**src/rtl/clock_monitor_if.sv**
```systemverilog
// Result bundle of the clock monitor: the monitored strobe in, measurements out.
// The monitor is the slave; whoever drives sig_in and consumes results is the master.
interface clock_monitor_if #(
  parameter int unsigned CNT_WIDTH = 26
);
  logic                 sig_in;
  logic [CNT_WIDTH-1:0] period_out;
  logic [CNT_WIDTH-1:0] high_out;
  logic                 period_valid;
  logic                 stall;

  modport master (
    output sig_in,
    input  period_out, high_out, period_valid, stall
  );

  modport slave (
    input  sig_in,
    output period_out, high_out, period_valid, stall
  );
endinterface

```
**src/rtl/clock_monitor.sv**
```systemverilog
// Measures period and high time of a slow asynchronous strobe in clk_in cycles,
// and flags a stalled input after TIMEOUT cycles without a rising edge.
module clock_monitor #(
  parameter int unsigned          CNT_WIDTH = 26,
  parameter logic [CNT_WIDTH-1:0] TIMEOUT   = CNT_WIDTH'(50000000)
) (
  input  logic          clk_in,
  input  logic          reset,
  clock_monitor_if.slave mon
);

  localparam logic [1:0] IDLE    = 2'd0;
  localparam logic [1:0] MEASURE = 2'd1;
  localparam logic [1:0] STALLED = 2'd2;

  logic                 s1, s2, sd;
  logic                 rise, fall;
  logic                 timed_out;
  logic [CNT_WIDTH-1:0] cnt;
  logic [1:0]           state;

  // NOTE: sequential state uses non-blocking assignments so every flop samples pre-edge values.
  always_ff @(posedge clk_in or posedge reset) begin
    if (reset) begin
      s1 <= 1'b0;
      s2 <= 1'b0;
      sd <= 1'b0;
    end else begin
      s1 <= mon.sig_in;
      s2 <= s1;
      sd <= s2;
    end
  end

  assign rise      = s2 & ~sd;
  assign fall      = ~s2 & sd;
  assign timed_out = (cnt >= TIMEOUT);

  // Cycles since the last acted-on rise; saturates so a stalled input holds at TIMEOUT.
  always_ff @(posedge clk_in or posedge reset) begin
    if (reset) begin
      cnt <= '0;
    end else if (rise) begin
      cnt <= CNT_WIDTH'(1);
    end else if (!timed_out) begin
      cnt <= cnt + CNT_WIDTH'(1);
    end
  end

  always_ff @(posedge clk_in or posedge reset) begin
    if (reset) begin
      state            <= IDLE;
      mon.period_out   <= '0;
      mon.high_out     <= '0;
      mon.period_valid <= 1'b0;
    end else begin
      // NOTE: the valid strobe defaults low every cycle so it can only ever pulse for one cycle.
      mon.period_valid <= 1'b0;
      case (state)
        IDLE: begin
          if (rise)           state <= MEASURE;
          else if (timed_out) state <= STALLED;
        end
        MEASURE: begin
          if (rise) begin
            mon.period_out   <= cnt;
            mon.period_valid <= 1'b1;
          end else if (timed_out) begin
            state <= STALLED;
          end
          if (fall) mon.high_out <= cnt;
        end
        STALLED: begin
          // The period spanning the stall is meaningless, so the first rise only restarts timing.
          if (rise) state <= MEASURE;
        end
        default: state <= IDLE;
      endcase
    end
  end

  assign mon.stall = (state == STALLED);

endmodule

```
**src/flat_wrapper.sv**
```systemverilog
// flat-port wrapper written by rule: the top's interface ports become plain ports
module clock_monitor_flat 
#(
  parameter int unsigned          CNT_WIDTH = 26,
  parameter logic [CNT_WIDTH-1:0] TIMEOUT   = CNT_WIDTH'(50000000)
)
  (clk_in, reset, mon_sig_in, mon_period_out, mon_high_out, mon_period_valid, mon_stall);
  clock_monitor_if #(.CNT_WIDTH(CNT_WIDTH)) mon_i ();
  input  logic clk_in;
  input  logic reset;
  input wire logic [$bits(mon_i.sig_in)-1:0] mon_sig_in;
  output wire logic [$bits(mon_i.period_out)-1:0] mon_period_out;
  output wire logic [$bits(mon_i.high_out)-1:0] mon_high_out;
  output wire logic [$bits(mon_i.period_valid)-1:0] mon_period_valid;
  output wire logic [$bits(mon_i.stall)-1:0] mon_stall;
  assign mon_i.sig_in = mon_sig_in;
  assign mon_period_out = mon_i.period_out;
  assign mon_high_out = mon_i.high_out;
  assign mon_period_valid = mon_i.period_valid;
  assign mon_stall = mon_i.stall;
  clock_monitor #(.CNT_WIDTH(CNT_WIDTH), .TIMEOUT(TIMEOUT)) u_core (.clk_in(clk_in), .reset(reset), .mon(mon_i));
endmodule
```
**config.mk**
```make
export PLATFORM = sky130hd
export DESIGN_NAME = clock_monitor_flat
export DESIGN_NICKNAME = d
export VERILOG_FILES = /design/src/rtl/clock_monitor_if.sv /design/src/rtl/clock_monitor.sv /design/src/flat_wrapper.sv
export SDC_FILE = /design/constraint.sdc
export NUM_CORES = 1
export LEC_CHECK = 0
export CORE_ASPECT_RATIO = 0.9
export CORE_MARGIN = 5
export CORE_UTILIZATION = 50
export CTS_BUF_LIST = sky130_fd_sc_hd__clkbuf_16
export DETAILED_ROUTE_END_ITERATION = 6
export PLACE_DENSITY = 0.75
export SYNTH_ARGS = -nofsm -noshare
export SYNTH_HDL_FRONTEND = slang
export SYNTH_SLANG_ARGS = --single-unit
```
**constraint.sdc**
```tcl
create_clock -name clk_in -period 7 [get_ports clk_in]
set_input_delay 1.05 -clock clk_in [delete_from_list [all_inputs] [get_ports clk_in]]
set_output_delay 1.05 -clock clk_in [all_outputs]
set_load 0.01 [all_outputs]
```
Yosys cells after proc, flatten, opt, wreduce, memory -nomap -nowiden
Cells that the tools add are included.

Word-level logic and storage cells: 32. Bits in latches: 0. Bits in read-only memories: 0. Bits in registers: 84. Memories: 0. Bits of input ports: 3. Bits in writable memories: 0. Output and inout bits: 54.

Mux-type cells: 9. Reduce and logical (&&, ||, !) cells: 4. Shift-type cells: 0. Equality and inequality tests: 5. Add/subtract/negate cells: 1. Divide/modulo/power cells: 0. Multiply operators: 0. Bitwise operators: 4. Order comparisons: 1.

Operators by type and width (count): $mux 26 (2); $add 26x1->26 const B (1); $ge 26x26->1 const B (1); $mux 2 (4); $pmux 2 s3 (1); $reduce_and 2->1 (3); $ne 2x1->1 const B (2); $and 1x1->1 (2); $eq 2x1->1 const B (1); $eq 2x2->1 const B (1); $logic_not 2->1 (1); $mux 1 (2); $ne 2x2->1 const B (1); $not 1->1 (2).

Logic depth before layout (Yosys ltp)
Gate-level depths: netlist of run 1.

Depth after elaboration: 4. Gate-level depth with buffers: 9. Gate-level depth less buffers: 6.

Least setup slack after synthesis of run 1
No wires, ideal clock.

Kind: reg2reg. Start point: reg u_core.cnt[16]. End point: reg u_core.cnt[8]. Buffers on the path: 3. Data arrival time: 1.749 ns. Required time: 6.881 ns. Slack: 5.132 ns. Cell stages (with the launch flop): 9. Setup time: 0.119 ns. Period minus slack after synthesis: 1.868 ns. Cells stage by stage: dfrtp_1 -> buf_2 -> a211oi_2 -> o211ai_1 -> and4_1 -> buf_2 -> buf_2 -> o31a_1 -> o21a_1.

Cells in the longest elaborated chain, start to end: 2.

Ends and longest elaborated chain: start: declaration (RTL line clock_monitor.sv:19) `logic [CNT_WIDTH-1:0] cnt;`; start signal: assignment (RTL line clock_monitor.sv:46) `cnt <= cnt + CNT_WIDTH'(1);`; $ge 26x26->1 (RTL line clock_monitor.sv:37) `assign timed_out = (cnt >= TIMEOUT);`; $ne 2x1->1 (no source line).

No other way between the ends. A chain may end at the register's enable or synchronous reset.

Final worst setup path of run 1
Start point: reg u_core.state[1]. End point: out mon_stall.

Cells in the longest elaborated chain, start to end: 1.

Ends and longest elaborated chain: start: declaration (RTL line clock_monitor.sv:20) `logic [1:0] state;`; start signal: assignment (RTL line clock_monitor.sv:52) `state <= IDLE;`; start signal: assignment (RTL line clock_monitor.sv:61) `if (rise) state <= MEASURE;`; start signal: assignment (RTL line clock_monitor.sv:62) `else if (timed_out) state <= STALLED;`; $eq 2x2->1 (RTL line clock_monitor.sv:82) `assign mon.stall = (state == STALLED);`; end: declaration (RTL line flat_wrapper.sv:15) `output wire logic [$bits(mon_i.stall)-1:0] mon_stall;`.

No other way between the ends.

==> flow_metrics.tcl, run 1 <==
set metrics [dict create \
    status "complete, no violations" \
    hold_buffers 0 \
    crit_start "u_core.state[1]" \
    dpl.cell_count 435 \
    hold_viol 0 \
    cts_sinks 84 \
    vias 2623 \
    track_usage 0.181 \
    crit_family "buffers and inverters" \
    leakagePower_nw 2.04 \
    clkTransAtPathRegs_ns 0.06 \
    grt_pass1_wl_microns 13000 \
    r2r_cells 4 \
    yosys_warnings 0 \
    grt_pass1_vias 2632 \
    max_slew.worst_pin.slew_ns 1.28 \
    start_util 0.513 \
    cts.repair.resized 0 \
    fin_cells 451 \
    antennaDiodeCount 0 \
    end_kind "output port" \
    synth_cell_type_count 40 \
    timing.final.crit_share 0.387 \
    drt_iter0_drc 220 \
    cts_root_buf "clkbuf_16" \
    crit_fanout 5 \
    timing.rr.end "u_core.mon.period_out[12]" \
    drt-pass1-iter-count 4 \
    syn-num-nets 304 \
    final_nets 358 \
    grt_max_degree 85 \
    arrival_ns 1.66 \
    holdWs_ns 0.358 \
    crit-reg2reg-launch "u_core.sd" \
    yosys_register_bits 84 \
    slew_headroom 0.146 \
    endpoint "mon_stall" \
    drive_above_1_share 0.218 \
    finalCriticalPeriod_ns 2.71 \
    place_congestion 0.886 \
    maxCapViolCount 0 \
    clkLatencyLatePin_ns 0.33 \
    drc 0 \
    routedWlPerCell_microns 17.0 \
    cp.depth 2 \
    netlist_instances 299 \
    die_x_microns 99.8 \
    hpwl_microns 5090 \
    cts_setup_buffers 0 \
    cts_tree "built" \
    final_max_slew_viol_count 0 \
    fin_tns_setup_ns 0 \
    path_class "reg2out" \
    mostFrequentLayoutCell "dfrtp_1" \
    antenna_found_initial 0 \
    final-setup-viol-count 0 \
    drt-total-wl_microns 7690 \
    fin_skew_ns 0.00509 \
    cts_buffers 9 \
    clockBufferDepth 2 \
    syn_area_per_cell_sq_um 12.1 \
    path_buf_inv 1 \
    start_kind "register" \
    power_density_nw_per_um2 247 \
    fmax_mhz 369 \
    min_from "u_core.s1" \
    grt_setup_unrepaired "false" \
    core-area_sq_um 7080 \
    io_buffers 56 \
    place_ws_ns 4.42 \
    min_path_type "reg2reg" \
    htreeDepth 3 \
    die_h_microns 90.9 \
    worstPathRequired_ns 5.95 \
    antenna_left 0 \
    io_pins 57 \
    netlist_area_sq_um 3630 \
    area_growth_pct 26.1 \
    worst_slack_ns 4.29 \
    critPathSlowestCell "clkdlybuf4s50_1" \
    r2r_slack_ns 4.42 \
    vias_per_cell 5.82 \
    core.rowCount 29 \
    critPathMaxStageDelay_ns 0.59 \
    crit_chain "nor2b_1 > clkdlybuf4s50_1" \
    peakVddDrop_uv 168 \
    ys_seq_area_frac 0.579 \
    overflow 0 \
    die_area_sq_um 9070 \
    layout_common_cells "dfrtp_1 (84), clkdlybuf4s50_1 (56), mux2_2 (52)" \
]
==> state kept, by name (all words and copies together), names as in the netlist <==
name	cells
u_core.cnt	26
u_core.mon.high_out	26
u_core.mon.period_out	26
u_core.state	2
u_core.mon.period_valid	1
u_core.s1	1
u_core.s2	1
u_core.sd	1
==> through the flow <==
step                utilization  cell area (sq um)  total power [mW]
finish                    0.647               4580              1.13
detailed placement        0.606               4290             0.685
CTS                       0.647               4580              1.14
global placement          0.606               4290             0.681
floorplan                     -               3630             0.619
global route              0.647               4580              1.19
==> worst min path at each step <==
| stage | depth (start not counted) | slack, ns | end |
|---|---|---|---|
| floorplan | 0 | 0.33 | u_core.s2 |
| global placement | 0 | 0.33 | u_core.s2 |
| detailed placement | 0 | 0.35 | u_core.s2 |
| CTS | 0 | 0.36 | u_core.s2 |
| global route | 0 | 0.36 | u_core.s2 |
| finish | 0 | 0.36 | u_core.s2 |
==> cell families (layout without fill, tap and decap cells) <==
group | count (synthesis) | count (layout) | synth area share
flip-flops | 84 | 84 | 0.579
buffers and inverters | 21 | 80 | 0.0245
XOR/XNOR | 1 | 1 | 0.00241
multiplexers | 53 | 53 | 0.164
adder cells (fa/ha/maj) | 2 | 2 | 0.00689
AND/OR/NAND/NOR | 88 | 88 | 0.140
AO/OA/AOI/OAI | 50 | 50 | 0.0841
==> cells in the mapped netlist <==
cell type	number	area, sq um
buf_2	8	40.0
and3_1	5	31.3
or3_1	13	81.3
a211oi_2	1	12.5
a21oi_1	18	90.1
o21ai_0	13	65.1
or2_4	1	8.76
ha_1	2	25.0
o31ai_1	4	30.0
a31oi_1	1	6.26
inv_1	4	15.0
a31o_1	1	8.76
and2_1	1	6.26
a41o_1	1	10.0
nand4_1	5	31.3
nor3_1	4	20.0
buf_1	1	3.75
mux2i_1	1	10.0
nand3_1	13	65.1
nor2b_1	2	12.5
and4_1	3	26.3
o21a_1	2	15.0
o211ai_1	6	45.0
dfrtp_1	84	2100
nor2_1	5	18.8
nand2_1	19	71.3
mux2_2	52	586
nor4bb_1	1	10.0
or4_4	1	11.3
nand2b_1	3	18.8
nor4_1	2	12.5
o31a_1	1	8.76
xnor2_1	1	8.76
o21ai_1	1	5.00
nor3b_1	1	7.51
nand3_2	1	10.0
or4_1	7	52.6
nand2_4	1	11.3
a41oi_1	1	8.76
clkbuf_1	8	30.0
==> report_power, final <==
group / switching, mW / internal [mW] / total [mW]
registers: 0.0332 / 0.517 / 0.550
clock network: 0.185 / 0.274 / 0.459
logic: 0.0542 / 0.0697 / 0.124
==> per-layer routing <==
| metal | part of all wire | GRT usage | up-vias |
|---|---|---|---|
| li1 | - | - | 1218 |
| met1 | 0.46 | 0.244 | 1313 |
| met2 | 0.47 | 0.276 | 77 |
| met3 | 0.058 | 0.0548 | 15 |
| met4 | 0.016 | 0.0626 | 0 |
| met5 | 0 | 0 | - |
==> final cells by class <==
cell class                 count  area (sq um)
clock buffer                   9           225
clock inverter                 7          67.6
fill                         572          2500
inverter                       4          16.3
multi-input combinational    194          1460
sequential                    84          2100
tap                           93           116
timing repair buffer          60           591
Power figures use the tool's default switching activity.
==> inputs of run 2 (changes only) <==
==> constraint.sdc (replaced) <==
create_clock -name clk_in -period 2.7 [get_ports clk_in]
set_input_delay 0.405 -clock clk_in [delete_from_list [all_inputs] [get_ports clk_in]]
set_output_delay 0.405 -clock clk_in [all_outputs]
set_load 0.01 [all_outputs]
==> flow_metrics.tcl, run 2 (synthesis gave the netlist of run 1 again) <==
set metrics [dict create \
    fin_skew_ns 0.00635 \
    arrival_ns 2.48 \
    mostFrequentLayoutCell "dfrtp_1" \
    vias_per_cell 5.71 \
    slew_headroom 0.559 \
    critPathMaxStageDelay_ns 0.50 \
    start_util 0.513 \
    fin_tns_setup_ns 0 \
    cts_setup_buffers 0 \
    min_from "u_core.s1" \
    core.rowCount 29 \
    htreeDepth 3 \
    cts_sinks 84 \
    cts_root_buf "clkbuf_16" \
    holdWs_ns 0.352 \
    dpl.cell_count 438 \
    min_path_type "reg2reg" \
    worst_slack_ns 0.473 \
    finalPower_mw 3.01 \
    end_kind "register" \
    start_kind "register" \
    place_congestion 0.863 \
    r2r_slack_ns 0.47 \
    antenna_left 0 \
    core-area_sq_um 7080 \
    final-setup-viol-count 0 \
    vias 2592 \
    io_pins 57 \
    path_buf_inv 1 \
    grt_pass1_wl_microns 13300 \
    status "complete, no violations" \
    crit_chain "and3_1 > a31o_1 > and4_1 > buf_4 > or4_1 > a21oi_1" \
    overflow 0 \
    clkLatencyLatePin_ns 0.33 \
    grt_max_degree 56 \
    grt_pass1_vias 2645 \
    place_ws_ns 0.522 \
    crit_fanout 16 \
    r2r_cells 6 \
    holdPathEnd "u_core.s2" \
    routedWlPerCell_microns 16.9 \
    clkTransAtPathRegs_ns 0.06 \
    peakVddDrop_uv 594 \
    finalCriticalPeriod_ns 2.23 \
    leakagePower_nw 2.07 \
    fmax_mhz 449 \
    maxCapViolCount 0 \
    cts_tree "built" \
    die_x_microns 99.8 \
    n_fill_cell 569 \
    antennaDiodeCount 0 \
    timing.rr.end "u_core.cnt[13]" \
    area_growth_pct 27.5 \
    drive_above_1_share 0.222 \
    hpwl_microns 5130 \
    drt_iter0_drc 183 \
    max_slew.worst_pin.slew_ns 0.661 \
    io_buffers 56 \
    die_h_microns 90.9 \
    worstPathRequired_ns 2.96 \
    drt-pass1-iter-count 4 \
    crit-reg2reg-launch "u_core.cnt[20]" \
    crit_family "simple AND/OR/NAND/NOR gates" \
    layout_common_cells "dfrtp_1 (84), clkdlybuf4s50_1 (56), mux2_2 (52)" \
    final_nets 361 \
    cts.repair.resized 0 \
    drc 0 \
    drt-total-wl_microns 7690 \
    final_max_slew_viol_count 0 \
    path_class "reg2reg" \
    hold_viol 0 \
    die_area_sq_um 9070 \
    reg_top3 "u_core.cnt: 26 flops, u_core.mon.high_out: 26 flops, u_core.mon.period_out: 26 flops" \
    hold_buffers 0 \
    power_density_nw_per_um2 649 \
    critPathSlowestCell "or4_1" \
    grt_setup_unrepaired "false" \
    track_usage 0.183 \
    clockBufferDepth 2 \
    antenna_found_initial 0 \
    timing.final.crit_share 0.825 \
    holdPathStages 0 \
    fin_cells 454 \
    cts_buffers 9 \
]
run 2: final cells by class:
type	instances	area, sq um	area share
tap	93	116	0.0251
sequential	84	2100	0.454
multi-input combinational	194	1460	0.316
inverter	4	16.3	0.00351
clock inverter	7	83.8	0.0181
clock buffer	9	225	0.0486
timing repair buffer	63	626	0.135
run 2: layer usage:
layer | GRT usage | part of all wire | vias to the layer above
met3 | 0.0595 | 0.062 | 9
met4 | 0.0478 | 0.0088 | 0
met2 | 0.277 | 0.46 | 74
met1 | 0.255 | 0.47 | 1293
met5 | 0 | 0 | -
li1 | - | - | 1216
run 2: per-stage QoR:
stage | util | area [sq um]
4_1_cts | 0.654 | 4630
5_1_grt | 0.654 | 4630
3_3_place_gp | 0.611 | 4320
6_report | 0.654 | 4630
3_5_place_dp | 0.611 | 4320
2_1_floorplan | - | 3630
run 2: report_power, final:
| part | switching, mW | total (mW) | internal (mW) |
|---|---|---|---|
| sequential | 0.0829 | 1.42 | 1.34 |
| clock | 0.456 | 1.25 | 0.798 |
| combinational | 0.146 | 0.329 | 0.184 |
| total | 0.684 | 3.01 | 2.32 |
run 2: how the worst max path moves through the flow:
stage	startpoint	end	depth (start not counted)
floorplan	reset	u_core.cnt[0]	1
global placement	u_core.cnt[17]	u_core.cnt[13]	6
detailed placement	u_core.cnt[20]	u_core.cnt[13]	6
CTS	u_core.cnt[20]	u_core.cnt[13]	6
global route	u_core.cnt[17]	u_core.cnt[13]	6
finish	u_core.cnt[20]	u_core.cnt[13]	6
run 2: worst register-to-register path: stages (launching register included):
cell and delay [ns]:
dfrtp_1 0.43, and3_1 0.24, a31o_1 0.26, and4_1 0.33, buf_4 0.24, or4_1 0.50
a21oi_1 0.15
